<file path="config.mk">
export PLATFORM = sky130hd
export DESIGN_NAME = sweep_ctrl
export DESIGN_NICKNAME = d
export VERILOG_FILES = /design/src/rtl/sweep_ctrl.sv
export SDC_FILE = /design/constraint.sdc
export NUM_CORES = 1
export LEC_CHECK = 0
export CORE_MARGIN = 2
export CORE_UTILIZATION = 47
export CTS_CLUSTER_SIZE = 40
export DETAILED_ROUTE_END_ITERATION = 10
export GPL_TIMING_DRIVEN = 0
export PLACE_DENSITY = 0.69
export SETUP_SLACK_MARGIN = 0.4
export SYNTH_ARGS = -nofsm -noshare
export SYNTH_HDL_FRONTEND = slang
export SYNTH_SLANG_ARGS = --single-unit
</file>
<file path="constraint.sdc">
create_clock -name Fg_CLK -period 8.9 [get_ports Fg_CLK]
set_input_delay 1.78 -clock Fg_CLK [delete_from_list [all_inputs] [get_ports Fg_CLK]]
set_output_delay 1.78 -clock Fg_CLK [all_outputs]
set_load 0.005 [all_outputs]
</file>
<file path="src/rtl/sweep_ctrl.sv">
// sweep_ctrl: steps a frequency address from StartAddr to StopAddr, waiting for the
// oscillator to settle (Ready) and dwelling a programmable number of cycles per step.
module sweep_ctrl #(
    parameter int ADDR_W  = 11,
    parameter int DWELL_W = 16
) (
    input  logic               Fg_CLK,
    input  logic               RESET,
    input  logic               Start,
    input  logic               Abort,
    input  logic               Loop,
    input  logic [ADDR_W-1:0]  StartAddr,
    input  logic [ADDR_W-1:0]  StopAddr,
    input  logic [ADDR_W-1:0]  StepSize,
    input  logic [DWELL_W-1:0] Dwell,
    input  logic               Ready,
    output logic [ADDR_W-1:0]  Address,
    output logic               FreqChng,
    output logic               Busy,
    output logic               Done
);
    typedef enum logic [2:0] {IDLE, LOAD, WAIT_RDY, DWELL, STEP} state_t;
    state_t state_q, state_d;
    logic [ADDR_W-1:0] start_q, stop_q, step_q, addr_q, addr_d, nxt;
    logic [DWELL_W-1:0] dwell_q, cnt_q, cnt_d;
    logic up_q, fchg_q, fchg_d, done_q, done_d, busy_q, busy_d;
    logic load, expire, at_stop;
    logic [ADDR_W:0] sum, diff;

    assign load    = state_q == IDLE && Start && !Abort;
    assign expire  = state_q == DWELL && cnt_q == DWELL_W'(1);
    assign at_stop = addr_q == stop_q;
    assign sum     = {1'b0, addr_q} + {1'b0, step_q};
    assign diff    = {1'b0, addr_q} - {1'b0, step_q};
    // a borrow out of diff means the step went below zero
    assign nxt = up_q ? (sum > {1'b0, stop_q} ? stop_q : sum[ADDR_W-1:0])
                      : (diff[ADDR_W] || diff < {1'b0, stop_q} ? stop_q : diff[ADDR_W-1:0]);

    always_ff @(posedge Fg_CLK or posedge RESET) begin
        if (RESET) begin
            state_q <= IDLE;
            addr_q  <= '0;
            cnt_q   <= '0;
            fchg_q  <= 1'b0;
            done_q  <= 1'b0;
            busy_q  <= 1'b0;
            start_q <= '0;
            stop_q  <= '0;
            step_q  <= '0;
            dwell_q <= '0;
            up_q    <= 1'b0;
        end else begin
            state_q <= state_d;
            addr_q  <= addr_d;
            cnt_q   <= cnt_d;
            fchg_q  <= fchg_d;
            done_q  <= done_d;
            busy_q  <= busy_d;
            if (load) begin
                start_q <= StartAddr;
                stop_q  <= StopAddr;
                step_q  <= StepSize == '0 ? ADDR_W'(1) : StepSize;
                dwell_q <= Dwell == '0 ? DWELL_W'(1) : Dwell;
                up_q    <= StopAddr >= StartAddr;
            end
        end
    end

    always_comb begin
        state_d = state_q;
        case (state_q)
            IDLE:     state_d = load ? LOAD : IDLE;
            LOAD:     state_d = WAIT_RDY;
            WAIT_RDY: state_d = Ready ? DWELL : WAIT_RDY;
            DWELL:    state_d = expire ? (at_stop ? (Loop ? LOAD : IDLE) : STEP) : DWELL;
            STEP:     state_d = WAIT_RDY;
            default:  state_d = IDLE;
        endcase
        if (Abort) state_d = IDLE;
    end

    always_comb begin
        addr_d = Abort ? addr_q : state_q == LOAD ? start_q : state_q == STEP ? nxt : addr_q;
        fchg_d = !Abort && (state_q == LOAD || state_q == STEP);
        done_d = !Abort && expire && at_stop;
        cnt_d  = state_q == WAIT_RDY && Ready ? dwell_q : state_q == DWELL ? cnt_q - DWELL_W'(1) : cnt_q;
        busy_d = state_d != IDLE;
    end

    assign Address  = addr_q;
    assign FreqChng = fchg_q;
    assign Busy     = busy_q;
    assign Done     = done_q;
endmodule

</file>
==> results.yml <==
finish:
  area_delta_synth_final_pct: 22.5
  utilization_pct: 59.1
  final_common_cell: "dfrtp_1"
  final_area_um2: 6750
  drive_above_1_share_pct: 9.00
  antennaDiodeCount: 0
  nets: 775
  mostFrequentLayoutCells: "83 x dfrtp_1, 68 x clkdlybuf4s50_1, 56 x ha_1"
clocking:
  cts_max_path_buffers: 2
  path_clk_slew_ps: 70
  cts_tree: "done"
  clock-sinks: 83
  cts-root-buf: "clkbuf_16"
  clkLatencyLatePin_ps: 350
  cts_max_level: 3
  postCtsSetupBuffers: 0
  cts_buffers: 9
  cts_resized: 0
  cts_hold_buf: 0
timing:
  slew_headroom_pct: 45.5
  finalHoldViolCount: 0
  clock_skew_ps: 6.53
  min_period_over_period_pct: 51.4
  max_freq_mhz: 218
  finalSetupViolations: 0
  rsz0062_at_grt: "false"
  setup_ws_ps: 4320
  tightest_slew_ps: 809
  period_needed_ps: 4580
  tns_ps: 0
  report.final.slew_viol_count: 0
yosys:
  ys_types: 55
  synth_top_area_cell: "dfrtp_1"
  synth.area.top_cells: "dfrtp_1 38%, ha_1 13%, mux2_2 7.4%"
  synthCells: 582
  syn_nets: 695
  yosys_most_used_dff: "dfrtp_1"
  synth_edf_count: 0
  yosysWarnings: 0
  synth_area_um2: 5520
  synthArstFlopShare_pct: 100
  netlist.area_leader.share_pct: 37.7
  avgSynthCellArea_um2: 9.48
  synth-seq-area-share_pct: 37.7
  yosys_register_bits: 83
place:
  gp_congestion: 0.869
  dp_hpwl_um: 11300
  dp_slack_ps: 4420
  place_area_um2: 6400
  io_buffers: 68
worst_setup_path:
  endpoint_kind: "flop"
  crit_required_ps: 9150
  start_kind: "flop"
  path_max_fanout: 10
  critPathKind: "flop to flop"
  worstPathArrival_ps: 4830
drt:
  first_iter_violations: 330
  ant_nets: 0
  via_count: 4679
  drc: 0
  top_layer: "met4"
  postRouteWirelength_um: 14400
  wl_per_cell_um: 17.8
  vias_per_cell: 5.78
  wl_met2_um: 6380
  wl_met3_um: 811
  dr.pass1.iters: 5
  met1Wirelength_um: 6870
hold_path:
  holdCritPathClass: "flop to flop"
power_and_ir_drop:
  power_density_nw_per_um2: 358
  vdd_ir_drop_max_mv: 0.182
  p_leak_nw: 2.99
global_route:
  grt.overflow.total: 0
  grt_pass1_wl_um: 23700
  grt_pass1_vias: 4823
  grtUsageTotal_pct: 23.7
  antenna_found_initial: 0
  grt_max_degree: 58
floorplanning:
  fp.coreArea_um2: 11400
  fp.dieH_um: 112
  die_area_um2: 12600
  ios: 69
  die_x_um: 112
  initial_core_util_pct: 48.3
  rows: 39
run:
  maxCapViolCount: 0
run_status:
  run_status: "completed"
[final timing paths]
check                           start    endpoint  slack [ps]  depth (start not counted)
min in group asynchronous       RESET  start_q[0]        1770                          2
setup / recovery           Address[4]  Address[6]        4320                         18
hold reg to reg            start_q[8]  start_q[8]         490                          2
max in group asynchronous       RESET  state_q[0]        6520                          3
hold / removal             start_q[8]  start_q[8]         490                          2
setup reg to reg           Address[4]  Address[6]        4320                         18
[worst max-delay path: stages, from the launching register on]
cell       delay, ps
dfrtp_1          470
ha_1             320
clkbuf_1         210
a21o_1           250
or3_1            330
o2111ai_1        240
nand2b_1          90
a21oi_1          170
xnor2_1          190
ha_1             300
a21o_1           160
a21oi_1          240
o211a_1          200
o31ai_1           80
and3_1           210
nor2_1           170
clkbuf_1         430
a211oi_1         170
o31ai_1          240
[per-layer routing]
metal	track usage, %	up-vias
met5	0	-
met4	9.51	0
met3	3.83	26
met2	37.4	160
met1	32.9	2227
li1	-	2266
[where the power goes]
part | switching, mW | internal, mW
sequential | 0.143 | 0.492
combinational | 0.731 | 0.605
clock | 0.167 | 0.277
[registers in the layout, indices dropped and copies added, names as in the netlist]
| name | flops |
|---|---|
| cnt_q | 16 |
| dwell_q | 16 |
| Address | 11 |
| start_q | 11 |
| step_q | 11 |
| stop_q | 11 |
| state_q | 3 |
| Busy | 1 |
| Done | 1 |
| FreqChng | 1 |
| up_q | 1 |
[area by class of cell]
class                           count  area [um2]
Buffer                             22        83.8
Clock buffer                        9         225
Clock inverter                      7         124
Fill cell                        1020        4660
Inverter                           48         183
Multi-Input combinational cell    429        3170
Sequential cell                    83        2080
Tap cell                          143         179
Timing Repair Buffer               69         708
[cells by family (layout without fill, tap and decap cells)]
logic type,count (synthesis),after routing,synth area share [%]
AO/OA/AOI/OAI,138,138,16.4
XOR/XNOR,29,29,4.61
adder cells (fa/ha/maj),58,58,13.4
buffers and inverters,70,155,4.79
flip-flops,83,83,37.7
multiplexers,36,36,7.35
AND/OR/NAND/NOR,168,168,15.7
[per-stage QoR]
step                power (mW)  std cells  hold WS [ps]
finish                    2.42        810           488
global route              2.62        810           505
CTS                       2.41        810           498
detailed placement        1.95        794           480
global placement          1.92        793           464
floorplan                 1.56        582           443
[Yosys cell counts, types with 3 or more instances]
cell type	n
nor2_1	28
inv_1	48
nor3_1	11
a221o_1	4
ha_1	56
nand2_1	53
xnor2_1	25
nand2b_1	8
a21oi_1	27
a211oi_1	4
nor2b_1	6
a31oi_1	11
a22oi_1	9
or3_1	12
o211ai_1	11
xor2_1	4
and3_1	4
clkbuf_1	21
or4_1	3
nand4_1	8
o31ai_1	4
o21ai_0	34
o21bai_1	4
a21o_1	6
nor4_1	10
dfrtp_1	83
nand3_1	13
mux2_2	36
o311ai_0	6
Power figures use the tool's default switching activity.
==> RTL change 1: new RTL, same flow settings <==
Set the parameter `ADDR_W` to 10 (it was 11).
--- a/src/rtl/sweep_ctrl.sv
+++ b/src/rtl/sweep_ctrl.sv
@@ -1,7 +1,7 @@
 // sweep_ctrl: steps a frequency address from StartAddr to StopAddr, waiting for the
 // oscillator to settle (Ready) and dwelling a programmable number of cycles per step.
 module sweep_ctrl #(
-    parameter int ADDR_W  = 11,
+    parameter int ADDR_W  = 10,
     parameter int DWELL_W = 16
 ) (
     input  logic               Fg_CLK,
Interface: changed (resized Address, StartAddr, StepSize and StopAddr); port bits go from 69 to 65. No check against the original RTL was run, so the function may have changed too.
==> RTL change 1 against the unedited design <==
Sequential power shrank 11%. Critical endpoint is now Address[1]$_DFFE_PP0P_. Count of clock-buffer cells in the layout did not move. Final cell count fell by 4.3%. Routed wire length fell by 8.9%. Synthesized area down 4.4%. Total power shrank 22%. Cell area fell by 5.7%. Clock power down 23%. Setup slack improved by 0.47 ns. Sequential cell count shrank 4.
==> RTL change 1: results (changes against the unedited design) <==
* Fillers at 982 (-3.7%)
* Clk Tree Root Cell: clkbuf_8
* Leakage at 0.00280 µW (-6.3%)
* Clock transition at path regs at 0.10 ns (+0.03 ns)
* Share of cells above drive strength 1 at 0.109 (+0.0187)
* Max Freq at 243 MHz (+11%)
* Worst slack, placed at 4.82 ns (+0.399 ns)
* Unique masters post-synth at 58 (+5.5%)
* Register area share after synthesis at 0.375 (-0.00156)
* Final net count at 735 (-5.2%)
* Synth area leaders: dfrtp_1, ha_1, mux2_2
* Crit-path max FO at 9 (-1)
* Cts bufs inserted at 9 (unchanged)
* HP Class: reg -> reg
* Data arrival time of the critical path at 4.37 ns (-0.46 ns)
* WL/cell at 17.0 µm (-4.7%)
* Status: complete, no violations
* Initial antenna violation count at 0 (unchanged)
* Synth cell count leaders: dfrtp_1, ha_1, inv_1, o21ai_0, mux2_2
* First-pass GRT wire length at 21.3 mm (-10%)
* Slew margin rel. at 0.520 (+0.0644)
* PortBufs at 64 (-5.9%)
* Commonest non-fill, non-tap cell in the layout: dfrtp_1
* HPWL after DPL at 10.2 mm (-10%)
* Synth Net Count at 659 (-5.2%)
* # resized after CTS at 0 (unchanged)
* GRT Total Usage at 0.229 (-0.00783)
* Largest net degree at the start of global routing at 46 (-21%)
* VDD IR max at 0.000114 V (-37%)
* Vias per inst at 5.79 (+0.21%)
* Final Skew at 0.0130 ns (+0.00643 ns)
* Number of global-route vias before repair at 4410 (-8.6%)
* Placer Congestion at 0.934 (+7.5%)
* Initial DRC count at 230 (-30%)
## RTL change 1: critical path, cell delays in order, from the launching register on
cell and delay (ns):
dfrtp_1 0.47, ha_1 0.32, buf_2 0.16, nor2b_1 0.15, a211oi_1 0.36, nor3_1 0.13, o311ai_0 0.44, xnor2_1 0.23
ha_1 0.30, nand3_1 0.12, nor3_1 0.05, a21o_1 0.16, a31oi_1 0.22, or2_1 0.15, clkbuf_1 0.34, nand3_1 0.12
a221oi_1 0.29
## RTL change 1: metal layers
metal  vias to the layer above  share of wire  routed length, µm  global-route usage
met5                         -              0                  0                   0
met4                         0          0.014                189              0.0606
met3                        12          0.061                803              0.0350
met2                       129           0.45               5900               0.364
met1                      2171           0.48               6250               0.326
li1                       2174              -                  -                   -
## RTL change 1: worst paths after layout
check,start,depth (start not counted),to
min in group asynchronous,RESET,2,stop_q[3]$_DFFE_PP0P_
min reg2reg,start_q[5]$_DFFE_PP0P_,2,start_q[5]$_DFFE_PP0P_
max reg2reg,Address[2]$_DFFE_PP0P_,16,Address[1]$_DFFE_PP0P_
min,start_q[5]$_DFFE_PP0P_,2,start_q[5]$_DFFE_PP0P_
max in group asynchronous,RESET,3,cnt_q[14]$_DFFE_PP0P_
max,Address[2]$_DFFE_PP0P_,16,Address[1]$_DFFE_PP0P_
## RTL change 1: cell families after synthesis
group	share of synthesized area
compound gates	0.174
xor+xnor	0.0415
fa+ha+maj	0.129
buf+inv	0.0494
flops	0.375
mux	0.0764
simple gates	0.155
## RTL change 1: report_power, final
group          total [µW]  switching (µW)  internal [µW]
Combinational         968             532            436
Sequential            568             111            457
Clock                 341             151            190
Total                1880             794           1080
## RTL change 1: per-stage QoR
| step | hold WS [ns] | util | total power (µW) | instances | area [µm²] |
|---|---|---|---|---|---|
| 6_report | 0.481 | 0.585 | 1880 | 775 | 6370 |
| 5_1_grt | 0.511 | 0.585 | 2030 | 775 | 6370 |
| 4_1_cts | 0.485 | 0.585 | 1870 | 775 | 6370 |
| 3_5_place_dp | 0.466 | 0.562 | 1520 | 759 | 6120 |
| 3_3_place_gp | 0.460 | 0.559 | 1480 | 758 | 6090 |
| 2_1_floorplan | 0.443 | - | 1260 | 554 | 5270 |
## RTL change 1: final cells by class
type	instances	area, µm²	share of cell area
multi-input combinational	408	3030	0.476
inverter	45	171	0.0269
timing repair buffer	65	668	0.105
sequential	79	1980	0.310
clock buffer	9	124	0.0194
clock inverter	7	128	0.0200
buffer	22	91.3	0.0143
tap	140	175	0.0275
==> RTL change 2: new RTL, same flow settings <==
Made on the original files. Re-encode `state_t` (5 states) as one-hot, 5 bits wide.
--- a/src/rtl/sweep_ctrl.sv
+++ b/src/rtl/sweep_ctrl.sv
@@ -19,7 +19,7 @@
     output logic               Busy,
     output logic               Done
 );
-    typedef enum logic [2:0] {IDLE, LOAD, WAIT_RDY, DWELL, STEP} state_t;
+    typedef enum logic [4:0] {IDLE = 5'b00001, LOAD = 5'b00010, WAIT_RDY = 5'b00100, DWELL = 5'b01000, STEP = 5'b10000} state_t;
     state_t state_q, state_d;
     logic [ADDR_W-1:0] start_q, stop_q, step_q, addr_q, addr_d, nxt;
     logic [DWELL_W-1:0] dwell_q, cnt_q, cnt_d;
Formal check against the unedited RTL: no difference found for any inputs over 4 cycles, from zero or initial values and one cycle with RESET high; so few cycles prove little.
==> RTL change 2 against the unedited design <==
Total power about the same. Synthesized area up 5.4%. Largest cell class unchanged. Largest power group unchanged. Cell area up 3.7%. Critical endpoint is now Address[10]$_DFFE_PP0P_. Sequential cell count up 2. Setup slack better by 0.23 ns. Non-clock buffer count up 4. Die area up 5.2%. Count of clock-buffer cells in the layout up 2. Routed wire length up 11%.
==> RTL change 2: results (changes against the unedited design) <==
* Status: complete, no violations
* Share of cells above drive strength 1 at 0.0782 (-0.0118)
* Initial DRC count at 412 (+25%)
* Final Skew at 0.00861 ns (+0.00208 ns)
* Data arrival time of the critical path at 4.62 ns (-0.21 ns)
* Crit-path max FO at 10 (unchanged)
* Unique masters post-synth at 67 (+22%)
* GRT Total Usage at 0.247 (+0.00984)
* HPWL after DPL at 12.4 mm (+9.4%)
* Initial antenna violation count at 0 (unchanged)
* Inst Count DP at 881 (+11%)
* Post-layout power at 2410 µW (about the same)
* Logic pwr share at 0.595 (+0.042)
* Sw Pwr at 1100 µW (+6.0%)
* Worst Setup SP: Address[0]$_DFFE_PP0P_
* Clk pwr at 352 µW (-21%)
* Synth cell count leaders: dfrtp_1, nand2_1, ha_1, nor2_1, o21ai_0
* Largest stage delay on the critical path at 0.50 ns (+0.03 ns)
* Register area share after synthesis at 0.366 (-0.0105)
* Placer Congestion at 0.931 (+7.2%)
* Fillers at 1103 (+8.1%)
* Clk_lat worst skew at 0.35 ns (about the same)
* Leakage at 0.00299 µW (+0.32%)
* HP Class: reg -> reg
* Synth Net Count at 757 (+8.9%)
* DP Area at 6740 µm² (+5.2%)
* Slew margin rel. at 0.541 (+0.0859)
* Largest net degree at the start of global routing at 46 (-21%)
* Synth area leaders: dfrtp_1, ha_1, mux2_2
* Worst slack, placed at 4.64 ns (+0.224 ns)
* Number of global-route vias before repair at 5011 (+3.9%)
* Final net count at 837 (+8.0%)
* Vias per inst at 5.83 (+0.99%)
* CP endpoint: Address[10]$_DFFE_PP0P_
* Post-route insts no fill at 897 (+11%)
* Syn avg cell area at 9.03 µm² (-4.7%)
* Clock transition at path regs at 0.07 ns (about the same)
* Worst Reg-to-Reg Cells at 19 (+1)
* Core Util, Final at 0.581 (-0.0109)
* WL final at 16.0 mm (+11%)
* Largest registers: cnt_q x16, dwell_q x16
* VDD IR max at 0.000151 V (-17%)
* First-pass GRT wire length at 25.4 mm (+6.8%)
* Reg-to-reg slack, setup at 4.55 ns (+0.23 ns)
RTL change 2: changes by cell type after synthesis, moves of 6 or more:
cell,change
o21ai_0,+14
o41ai_1,+6
nor3_1,+13
and3_1,+7
nand2_1,+6
a22oi_1,-7
clkbuf_1,-6
nor2_1,+28
mux2_2,-10
RTL change 2: worst min path at each step:
stage | start | cells after the start | end | slack (ns)
final | dwell_q[8]$_DFFE_PP0P_ | 2 | cnt_q[8]$_DFFE_PP0P_ | 0.50
after global routing | dwell_q[12]$_DFFE_PP0P_ | 2 | cnt_q[12]$_DFFE_PP0P_ | 0.51
after CTS | dwell_q[8]$_DFFE_PP0P_ | 2 | cnt_q[8]$_DFFE_PP0P_ | 0.50
after detailed placement | dwell_q[8]$_DFFE_PP0P_ | 2 | cnt_q[8]$_DFFE_PP0P_ | 0.48
after global placement | dwell_q[4]$_DFFE_PP0P_ | 2 | cnt_q[4]$_DFFE_PP0P_ | 0.47
after floorplan | dwell_q[6]$_DFFE_PP0P_ | 2 | cnt_q[6]$_DFFE_PP0P_ | 0.45
RTL change 2: cells by family after synthesis:
logic type                 synth area share
xor gates and xnor gates             0.0437
DFF                                   0.366
adders and majority gates             0.127
AOI/OAI and AO/OA                     0.176
and+or+nand+nor                       0.181
buffers and inverters                0.0512
muxes                                0.0540
RTL change 2: layer usage:
metal,vias up,share of wire,global-route usage,wire length (µm)
met3,31,0.060,0.0416,959
li1,2485,-,-,-
met4,0,0.024,0.0956,383
met1,2543,0.48,0.356,7640
met2,174,0.44,0.372,6970
met5,-,0,0,0
RTL change 2: area by class of cell:
cell class	instances	area share
Clock inverter	5	0.00500
Multi-Input combinational cell	487	0.484
Inverter	46	0.0250
Timing Repair Buffer	69	0.101
Clock buffer	11	0.0332
Buffer	26	0.0179
Tap cell	168	0.0300
Sequential cell	85	0.304
